`src/rtl/scr_stack_ctrl_if.sv`:
```
// Stack controller bus: operation request, scratch RAM port and status.
// The slave modport is the controller; master is the sequencer driving OP.
interface scr_stack_ctrl_if;
    logic [2:0] OP;
    logic [7:0] REG_DATA;
    logic [9:0] PC_DATA;
    logic [7:0] ADDR_IN;
    logic [7:0] SCR_ADDR;
    logic [9:0] SCR_DATA_IN;
    logic       SCR_WE;
    logic [7:0] SP;
    logic [8:0] DEPTH;
    logic       READY;
    logic       OVF;
    logic       UNF;

    modport slave (
        input  OP, REG_DATA, PC_DATA, ADDR_IN,
        output SCR_ADDR, SCR_DATA_IN, SCR_WE, SP, DEPTH, READY, OVF, UNF
    );

    modport master (
        output OP, REG_DATA, PC_DATA, ADDR_IN,
        input  SCR_ADDR, SCR_DATA_IN, SCR_WE, SP, DEPTH, READY, OVF, UNF
    );
endinterface

```
`src/rtl/scr_stack_ctrl.sv`:
```
// Scratch-RAM stack controller: clears the 256-entry RAM after reset, then
// serves push/pop/call/ret, direct store/load and stack-pointer writes.
module scr_stack_ctrl (
    input  logic            CLK,
    input  logic            RST,
    scr_stack_ctrl_if.slave bus
);

    typedef enum logic {CLEAR, RUN} state_t;

    typedef enum logic [2:0] {
        OP_NOP  = 3'b000,
        OP_PUSH = 3'b001,
        OP_POP  = 3'b010,
        OP_CALL = 3'b011,
        OP_RET  = 3'b100,
        OP_ST   = 3'b101,
        OP_LD   = 3'b110,
        OP_WSP  = 3'b111
    } op_t;

    state_t     state, state_nxt;
    op_t        op;
    logic [7:0] clr_cnt;
    logic [7:0] sp;
    logic [8:0] depth;
    logic       ovf, unf;
    logic       full, empty;

    assign op    = op_t'(bus.OP);
    assign full  = depth[8];
    assign empty = (depth == '0);

    assign bus.SP    = sp;
    assign bus.DEPTH = depth;
    assign bus.OVF   = ovf;
    assign bus.UNF   = unf;

    always_ff @(posedge CLK) begin
        if (RST) state <= CLEAR;
        else     state <= state_nxt;
    end

    always_comb begin
        state_nxt = state;
        if (state == CLEAR && clr_cnt == 8'hFF)
            state_nxt = RUN;
    end

    // clr_cnt wraps back to 0 on the final sweep edge, so RUN needs no extra clear.
    always_ff @(posedge CLK) begin
        if (RST) begin
            clr_cnt <= '0;
            sp      <= '0;
            depth   <= '0;
            ovf     <= 1'b0;
            unf     <= 1'b0;
        end else if (state == CLEAR) begin
            clr_cnt <= clr_cnt + 8'd1;
        end else begin
            case (op)
                OP_PUSH, OP_CALL: begin
                    if (full) begin
                        ovf <= 1'b1;
                    end else begin
                        sp    <= sp - 8'd1;
                        depth <= depth + 9'd1;
                    end
                end
                OP_POP, OP_RET: begin
                    if (empty) begin
                        unf <= 1'b1;
                    end else begin
                        sp    <= sp + 8'd1;
                        depth <= depth - 9'd1;
                    end
                end
                OP_WSP: begin
                    sp    <= bus.REG_DATA;
                    depth <= (bus.REG_DATA == '0) ? '0 : (9'd256 - {1'b0, bus.REG_DATA});
                    ovf   <= 1'b0;
                    unf   <= 1'b0;
                end
                default: ;
            endcase
        end
    end

    // Reset forces the sweep-start outputs even while the state register still says RUN.
    always_comb begin
        bus.SCR_ADDR    = '0;
        bus.SCR_DATA_IN = '0;
        bus.SCR_WE      = 1'b0;
        bus.READY       = 1'b0;
        if (RST || state == CLEAR) begin
            bus.SCR_ADDR = RST ? '0 : clr_cnt;
            bus.SCR_WE   = 1'b1;
        end else begin
            bus.READY    = 1'b1;
            bus.SCR_ADDR = sp;
            case (op)
                OP_PUSH, OP_CALL: begin
                    if (!full) begin
                        bus.SCR_ADDR    = sp - 8'd1;
                        bus.SCR_WE      = 1'b1;
                        bus.SCR_DATA_IN = (op == OP_CALL) ? bus.PC_DATA : {2'b00, bus.REG_DATA};
                    end
                end
                OP_ST: begin
                    bus.SCR_ADDR    = bus.ADDR_IN;
                    bus.SCR_WE      = 1'b1;
                    bus.SCR_DATA_IN = {2'b00, bus.REG_DATA};
                end
                OP_LD: bus.SCR_ADDR = bus.ADDR_IN;
                default: ;
            endcase
        end
    end

endmodule

```
`src/flat_wrapper.sv`:
```
// flat-port wrapper written by rule: the top's interface ports become plain ports
module scr_stack_ctrl_flat 
  (CLK, RST, bus_OP, bus_REG_DATA, bus_PC_DATA, bus_ADDR_IN, bus_SCR_ADDR, bus_SCR_DATA_IN, bus_SCR_WE, bus_SP, bus_DEPTH, bus_READY, bus_OVF, bus_UNF);
  scr_stack_ctrl_if bus_i ();
  input  logic CLK;
  input  logic RST;
  input wire logic [$bits(bus_i.OP)-1:0] bus_OP;
  input wire logic [$bits(bus_i.REG_DATA)-1:0] bus_REG_DATA;
  input wire logic [$bits(bus_i.PC_DATA)-1:0] bus_PC_DATA;
  input wire logic [$bits(bus_i.ADDR_IN)-1:0] bus_ADDR_IN;
  output wire logic [$bits(bus_i.SCR_ADDR)-1:0] bus_SCR_ADDR;
  output wire logic [$bits(bus_i.SCR_DATA_IN)-1:0] bus_SCR_DATA_IN;
  output wire logic [$bits(bus_i.SCR_WE)-1:0] bus_SCR_WE;
  output wire logic [$bits(bus_i.SP)-1:0] bus_SP;
  output wire logic [$bits(bus_i.DEPTH)-1:0] bus_DEPTH;
  output wire logic [$bits(bus_i.READY)-1:0] bus_READY;
  output wire logic [$bits(bus_i.OVF)-1:0] bus_OVF;
  output wire logic [$bits(bus_i.UNF)-1:0] bus_UNF;
  assign bus_i.OP = bus_OP;
  assign bus_i.REG_DATA = bus_REG_DATA;
  assign bus_i.PC_DATA = bus_PC_DATA;
  assign bus_i.ADDR_IN = bus_ADDR_IN;
  assign bus_SCR_ADDR = bus_i.SCR_ADDR;
  assign bus_SCR_DATA_IN = bus_i.SCR_DATA_IN;
  assign bus_SCR_WE = bus_i.SCR_WE;
  assign bus_SP = bus_i.SP;
  assign bus_DEPTH = bus_i.DEPTH;
  assign bus_READY = bus_i.READY;
  assign bus_OVF = bus_i.OVF;
  assign bus_UNF = bus_i.UNF;
  scr_stack_ctrl u_core (.CLK(CLK), .RST(RST), .bus(bus_i));
endmodule
```
`config.mk`:
```
export PLATFORM = sky130hd
export DESIGN_NAME = scr_stack_ctrl_flat
export DESIGN_NICKNAME = d
export VERILOG_FILES = /design/src/rtl/scr_stack_ctrl_if.sv /design/src/rtl/scr_stack_ctrl.sv /design/src/flat_wrapper.sv
export SDC_FILE = /design/constraint.sdc
export NUM_CORES = 1
export LEC_CHECK = 0
export ABC_AREA = 1
export CORE_ASPECT_RATIO = 1.2
export CORE_UTILIZATION = 50
export CTS_BUF_LIST = sky130_fd_sc_hd__clkbuf_8
export CTS_CLUSTER_SIZE = 14
export DETAILED_ROUTE_END_ITERATION = 12
export GPL_TIMING_DRIVEN = 0
export PLACE_DENSITY = 0.81
export REMOVE_ABC_BUFFERS = 1
export SLEW_MARGIN = 20
export SYNTH_ARGS = -nofsm -noshare
export SYNTH_HDL_FRONTEND = slang
export SYNTH_SLANG_ARGS = --single-unit
```
`constraint.sdc`:
```
create_clock -name CLK -period 2 [get_ports CLK]
set_clock_uncertainty 0.2 [all_clocks]
set_input_delay 0.2 -clock CLK [delete_from_list [all_inputs] [get_ports CLK]]
set_output_delay 0.2 -clock CLK [all_outputs]
set_load 0.01 [all_outputs]
```
==> flow_results.xml <==
<?xml version="1.0" encoding="UTF-8"?>
<metrics>
  <group name="pwr">
    <metric name="static-leakage-power" unit="uW">0.00197</metric>
    <metric name="power_density_over_the_cells" unit="mW/mm2">316</metric>
    <metric name="power.internal" unit="uW">886</metric>
    <metric name="clk_pwr_share" unit="%">29.2</metric>
    <metric name="net-switching-power" unit="uW">418</metric>
    <metric name="p_comb_share" unit="%">27.9</metric>
    <metric name="irDropWorstVdd" unit="mV">0.260</metric>
    <metric name="seq_power_share" unit="%">42.9</metric>
    <metric name="switching_share" unit="%">32.0</metric>
  </group>
  <group name="sta">
    <metric name="final-max-slew-violation-count" unit="">0</metric>
    <metric name="worst_max_slew_margin_expressed_relative_to_the_limit" unit="%">49.9</metric>
    <metric name="hold_viol" unit="">0</metric>
    <metric name="final.min_clock_period" unit="ns">2.21</metric>
    <metric name="setup-violations-final" unit="">18</metric>
    <metric name="max_freq" unit="GHz">0.452</metric>
    <metric name="grt_setup_unrepaired" unit="">yes</metric>
    <metric name="worst_tran_pin_value" unit="ns">0.747</metric>
    <metric name="timing.final.crit_share" unit="%">111</metric>
    <metric name="setup_slack" unit="ns">-0.210</metric>
    <metric name="fin_setup_tns" unit="ns">-0.861</metric>
  </group>
  <group name="worst_setup_path">
    <metric name="cells_along_the_critical_path" unit="">clkdlybuf4s15_1 &gt; inv_2 &gt; nand3_1 &gt; nand2_4 &gt; nor2_4 &gt; buf_4 &gt; a21boi_1 &gt; nand2_1 &gt; nand2_1 &gt; nand2_1 &gt; clkdlybuf4s15_2</metric>
    <metric name="cp_max_fo" unit="">7</metric>
    <metric name="start_kind" unit="">input pin</metric>
    <metric name="worst_r2r_path_depth" unit="">12</metric>
    <metric name="worst-endpoint-required" unit="ns">1.60</metric>
    <metric name="crit_buf_inv" unit="">4</metric>
    <metric name="slowest_stage" unit="">sky130_fd_sc_hd__clkdlybuf4s15_1</metric>
    <metric name="worst_setup_path_end_kind" unit="">output port</metric>
    <metric name="start_to_end_type_of_the_worst_setup_path" unit="">in -&gt; out</metric>
    <metric name="reg2reg_to" unit="">u_core.bus.SP[2]</metric>
    <metric name="reg2reg_from" unit="">u_core.bus.DEPTH[8]</metric>
    <metric name="cpMostUsedCell" unit="">sky130_fd_sc_hd__nand2_1</metric>
    <metric name="critical-path-top-delay-family" unit="">buffers and inverters</metric>
    <metric name="reg2reg_slack" unit="ns">-0.05</metric>
    <metric name="critical_path_arrival" unit="ns">1.81</metric>
    <metric name="critPathMaxStageDelay" unit="ns">0.26</metric>
  </group>
  <group name="cts">
    <metric name="ctsRootBufferMaster" unit="">sky130_fd_sc_hd__clkbuf_8</metric>
    <metric name="clock_net_sink_count" unit="">28</metric>
    <metric name="clk_path_buf_depth" unit="">2</metric>
    <metric name="clk_latency" unit="ns">0.29</metric>
    <metric name="cts_inserted_buffers" unit="">3</metric>
    <metric name="cts-htree-levels" unit="">1</metric>
    <metric name="tritoncts" unit="">done</metric>
    <metric name="clk_pin_slew_worst_paths" unit="ns">0.11</metric>
  </group>
  <group name="global_routing">
    <metric name="overflow" unit="">0</metric>
    <metric name="grt_util_met1" unit="%">39.0</metric>
    <metric name="busiest_layer" unit="">met2</metric>
    <metric name="grt_antenna_before_repair" unit="">0</metric>
    <metric name="pin_count_of_the_biggest_net_entering_global_routing" unit="">16</metric>
    <metric name="gr-usage-met2" unit="%">62.3</metric>
    <metric name="first_global_vias" unit="">3655</metric>
    <metric name="globalRouteMet3Util" unit="%">6.07</metric>
    <metric name="grt_first_pass_wirelength" unit="mm">16.7</metric>
    <metric name="track_usage" unit="%">35.1</metric>
  </group>
  <group name="drt">
    <metric name="antenna_left" unit="">0</metric>
    <metric name="routed-via-count" unit="">4052</metric>
    <metric name="drt_iter0_markers" unit="">451</metric>
    <metric name="post_drt_via_cell_ratio" unit="">6.03</metric>
    <metric name="detail_route.drc_violations" unit="">0</metric>
    <metric name="drt_first_pass_iters" unit="">5</metric>
    <metric name="drt-total-wl" unit="mm">11.7</metric>
    <metric name="detail_route.wl_per_cell" unit="um">17.4</metric>
  </group>
  <group name="hold_path">
    <metric name="min-delay-start" unit="">RST</metric>
    <metric name="whs_endpoint" unit="">u_core.clr_cnt[0]</metric>
    <metric name="hold_depth" unit="">2</metric>
    <metric name="hold_path.class" unit="">in -&gt; reg</metric>
  </group>
  <group name="yosys">
    <metric name="most_common_library_cells_after_synthesis" unit="">sky130_fd_sc_hd__nand2_1 (153), sky130_fd_sc_hd__nor2_1 (95), sky130_fd_sc_hd__nand3_1 (60), sky130_fd_sc_hd__inv_1 (55), sky130_fd_sc_hd__dfxtp_1 (28)</metric>
    <metric name="dominant_synthesized_flop_cell" unit="">sky130_fd_sc_hd__dfxtp_1</metric>
    <metric name="yosysTopAreaCell" unit="">sky130_fd_sc_hd__nand2_1</metric>
    <metric name="ys_ff_latch" unit="">28</metric>
    <metric name="post_synthesis_instance_total" unit="">507</metric>
    <metric name="synth_enable_flop_cells" unit="">0</metric>
    <metric name="synth-warning-count" unit="">0</metric>
    <metric name="ys_async_sr_fraction" unit="%">0</metric>
    <metric name="synthesis.area_per_instance" unit="um2">5.44</metric>
    <metric name="synthTopCellsByArea" unit="">sky130_fd_sc_hd__nand2_1 (21%), sky130_fd_sc_hd__dfxtp_1 (20%), sky130_fd_sc_hd__nor2_1 (13%)</metric>
    <metric name="yosys.cell_count.top_type" unit="">sky130_fd_sc_hd__nand2_1</metric>
    <metric name="netlist.area_leader.share" unit="%">20.8</metric>
    <metric name="synth_seq_area_share" unit="%">20.3</metric>
    <metric name="synth.cell_area" unit="mm2">0.00276</metric>
    <metric name="synth.distinct_cells" unit="">37</metric>
  </group>
  <group name="finish">
    <metric name="nNetsFinal" unit="">649</metric>
    <metric name="synthToLayoutAreaGrowth" unit="%">49.7</metric>
    <metric name="reg_area" unit="um2">587</metric>
    <metric name="final_layout_size_suffix_gt1_share" unit="%">23.9</metric>
    <metric name="n_antenna_cell" unit="">0</metric>
    <metric name="layout.filler_cells" unit="">378</metric>
    <metric name="finalCoreUtilization" unit="%">78.0</metric>
    <metric name="multi_input_comb_area" unit="mm2">0.00214</metric>
    <metric name="stdcell_count" unit="">672</metric>
  </group>
  <group name="place">
    <metric name="port_buffers" unit="">69</metric>
    <metric name="gp_congestion" unit="">0.956</metric>
    <metric name="place.detailed.instances" unit="">622</metric>
    <metric name="dp_hpwl" unit="mm">6.53</metric>
    <metric name="dpl_worst_slack" unit="ns">-1.21</metric>
  </group>
  <group name="floorplanning">
    <metric name="die_height" unit="um">83.4</metric>
    <metric name="initial_core_utilization" unit="%">52.1</metric>
    <metric name="ios" unit="">70</metric>
    <metric name="dieWidth" unit="um">69.8</metric>
    <metric name="num_rows" unit="">29</metric>
    <metric name="die_area" unit="mm2">0.00582</metric>
    <metric name="design.core.area" unit="mm2">0.00530</metric>
  </group>
  <group name="outcome">
    <metric name="status" unit="">complete, but fails checks</metric>
    <metric name="failed_checks" unit="">setup timing</metric>
  </group>
  <group name="job">
    <metric name="maxCapViolCount" unit="">0</metric>
  </group>
</metrics>
-- timing repair --
item,4_1_cts,5_1_grt
hold buffers,0,0
cloned,1,1
endpoints found under the setup margin,41,36
pin swaps,15,12
gates resized for setup,108,57
setup buffers,35,9
-- cells by family after synthesis --
logic type,Yosys count,share of synthesized area [%]
and+or+nand+nor,333,51.4
buffers and inverters,77,11.6
AOI/OAI and AO/OA,54,11.1
DFF,28,20.3
xor gates and xnor gates,8,2.54
adders and majority gates,7,3.17
-- worst max-delay path by stage --
stage | cells after the start | from | to | slack, ns
2_1_floorplan | 7 | bus_OP[2] | bus_SCR_DATA_IN[7] | -0.08
3_3_place_gp | 9 | bus_OP[2] | bus_SCR_DATA_IN[7] | -1.49
3_5_place_dp | 10 | bus_OP[1] | bus_SCR_DATA_IN[7] | -1.21
4_1_cts | 9 | u_core.bus.DEPTH[8] | bus_SCR_ADDR[4] | -0.08
5_1_grt | 11 | bus_OP[0] | bus_SCR_ADDR[7] | -0.20
6_report | 11 | bus_OP[0] | bus_SCR_ADDR[7] | -0.21
-- final cells by class --
cell class	count	area share, %
clock buffers	4	1.33
inverters	61	6.12
multi-input cells	403	51.8
flip-flops and latches	28	14.2
well taps	62	1.88
repair buffers	113	24.6
repair inverters	1	0.121
-- layout by cell type (no fill, tap or decap), types with 4 or more instances in the layout --
cell type	synthesis	layout
sky130_fd_sc_hd__buf_4	3	34
sky130_fd_sc_hd__buf_12	0	4
sky130_fd_sc_hd__nor2_4	2	6
sky130_fd_sc_hd__nand3_1	60	58
sky130_fd_sc_hd__dfxtp_1	28	19
sky130_fd_sc_hd__dfxtp_4	0	6
sky130_fd_sc_hd__nor2_2	2	8
sky130_fd_sc_hd__nand4_1	8	8
sky130_fd_sc_hd__nand2_2	2	14
sky130_fd_sc_hd__a21oi_1	12	11
sky130_fd_sc_hd__nand2_1	153	136
sky130_fd_sc_hd__clkdlybuf4s50_1	0	45
sky130_fd_sc_hd__ha_1	7	6
sky130_fd_sc_hd__clkbuf_8	0	4
sky130_fd_sc_hd__xor2_1	7	4
sky130_fd_sc_hd__nor2_1	95	85
sky130_fd_sc_hd__clkbuf_2	0	9
sky130_fd_sc_hd__clkinvlp_4	0	4
sky130_fd_sc_hd__inv_1	55	47
sky130_fd_sc_hd__o21ai_0	25	18
sky130_fd_sc_hd__o22ai_1	7	7
sky130_fd_sc_hd__buf_6	1	6
sky130_fd_sc_hd__buf_2	5	7
sky130_fd_sc_hd__inv_2	4	7
sky130_fd_sc_hd__nand2_4	1	5
-- per-stage QoR --
step           hold WS (ns)  total power (uW)  instance area (um2)
6_report              0.230              1300                 4130
5_1_grt               0.232              1350                 4130
4_1_cts               0.223              1260                 3920
3_3_place_gp          0.246               842                 3440
2_1_floorplan        0.0691               726                 2680
3_5_place_dp          0.251               844                 3440
-- state kept, by name (all words and copies together), names as in the netlist --
register,flops
u_core.bus.OVF,1
u_core.state,1
u_core.bus.DEPTH,9
u_core.bus.UNF,1
u_core.bus.SP,8
u_core.clr_cnt,8
-- power by group through the flow --
stage / clock [uW] / sequential, uW / combinational (uW)
6_report: 381 / 559 / 364
5_1_grt: 404 / 560 / 385
4_1_cts: 377 / 558 / 320
3_5_place_dp: 0 / 579 / 265
3_3_place_gp: 0 / 579 / 263
2_1_floorplan: 0 / 578 / 148
-- per-layer routing --
metal,share of wire [%],up-vias
met5,0,-
li1,-,1824
met3,9.3,91
met1,37,1836
met2,47,301
met4,6.8,0
(Power assumes the default switching activity.)
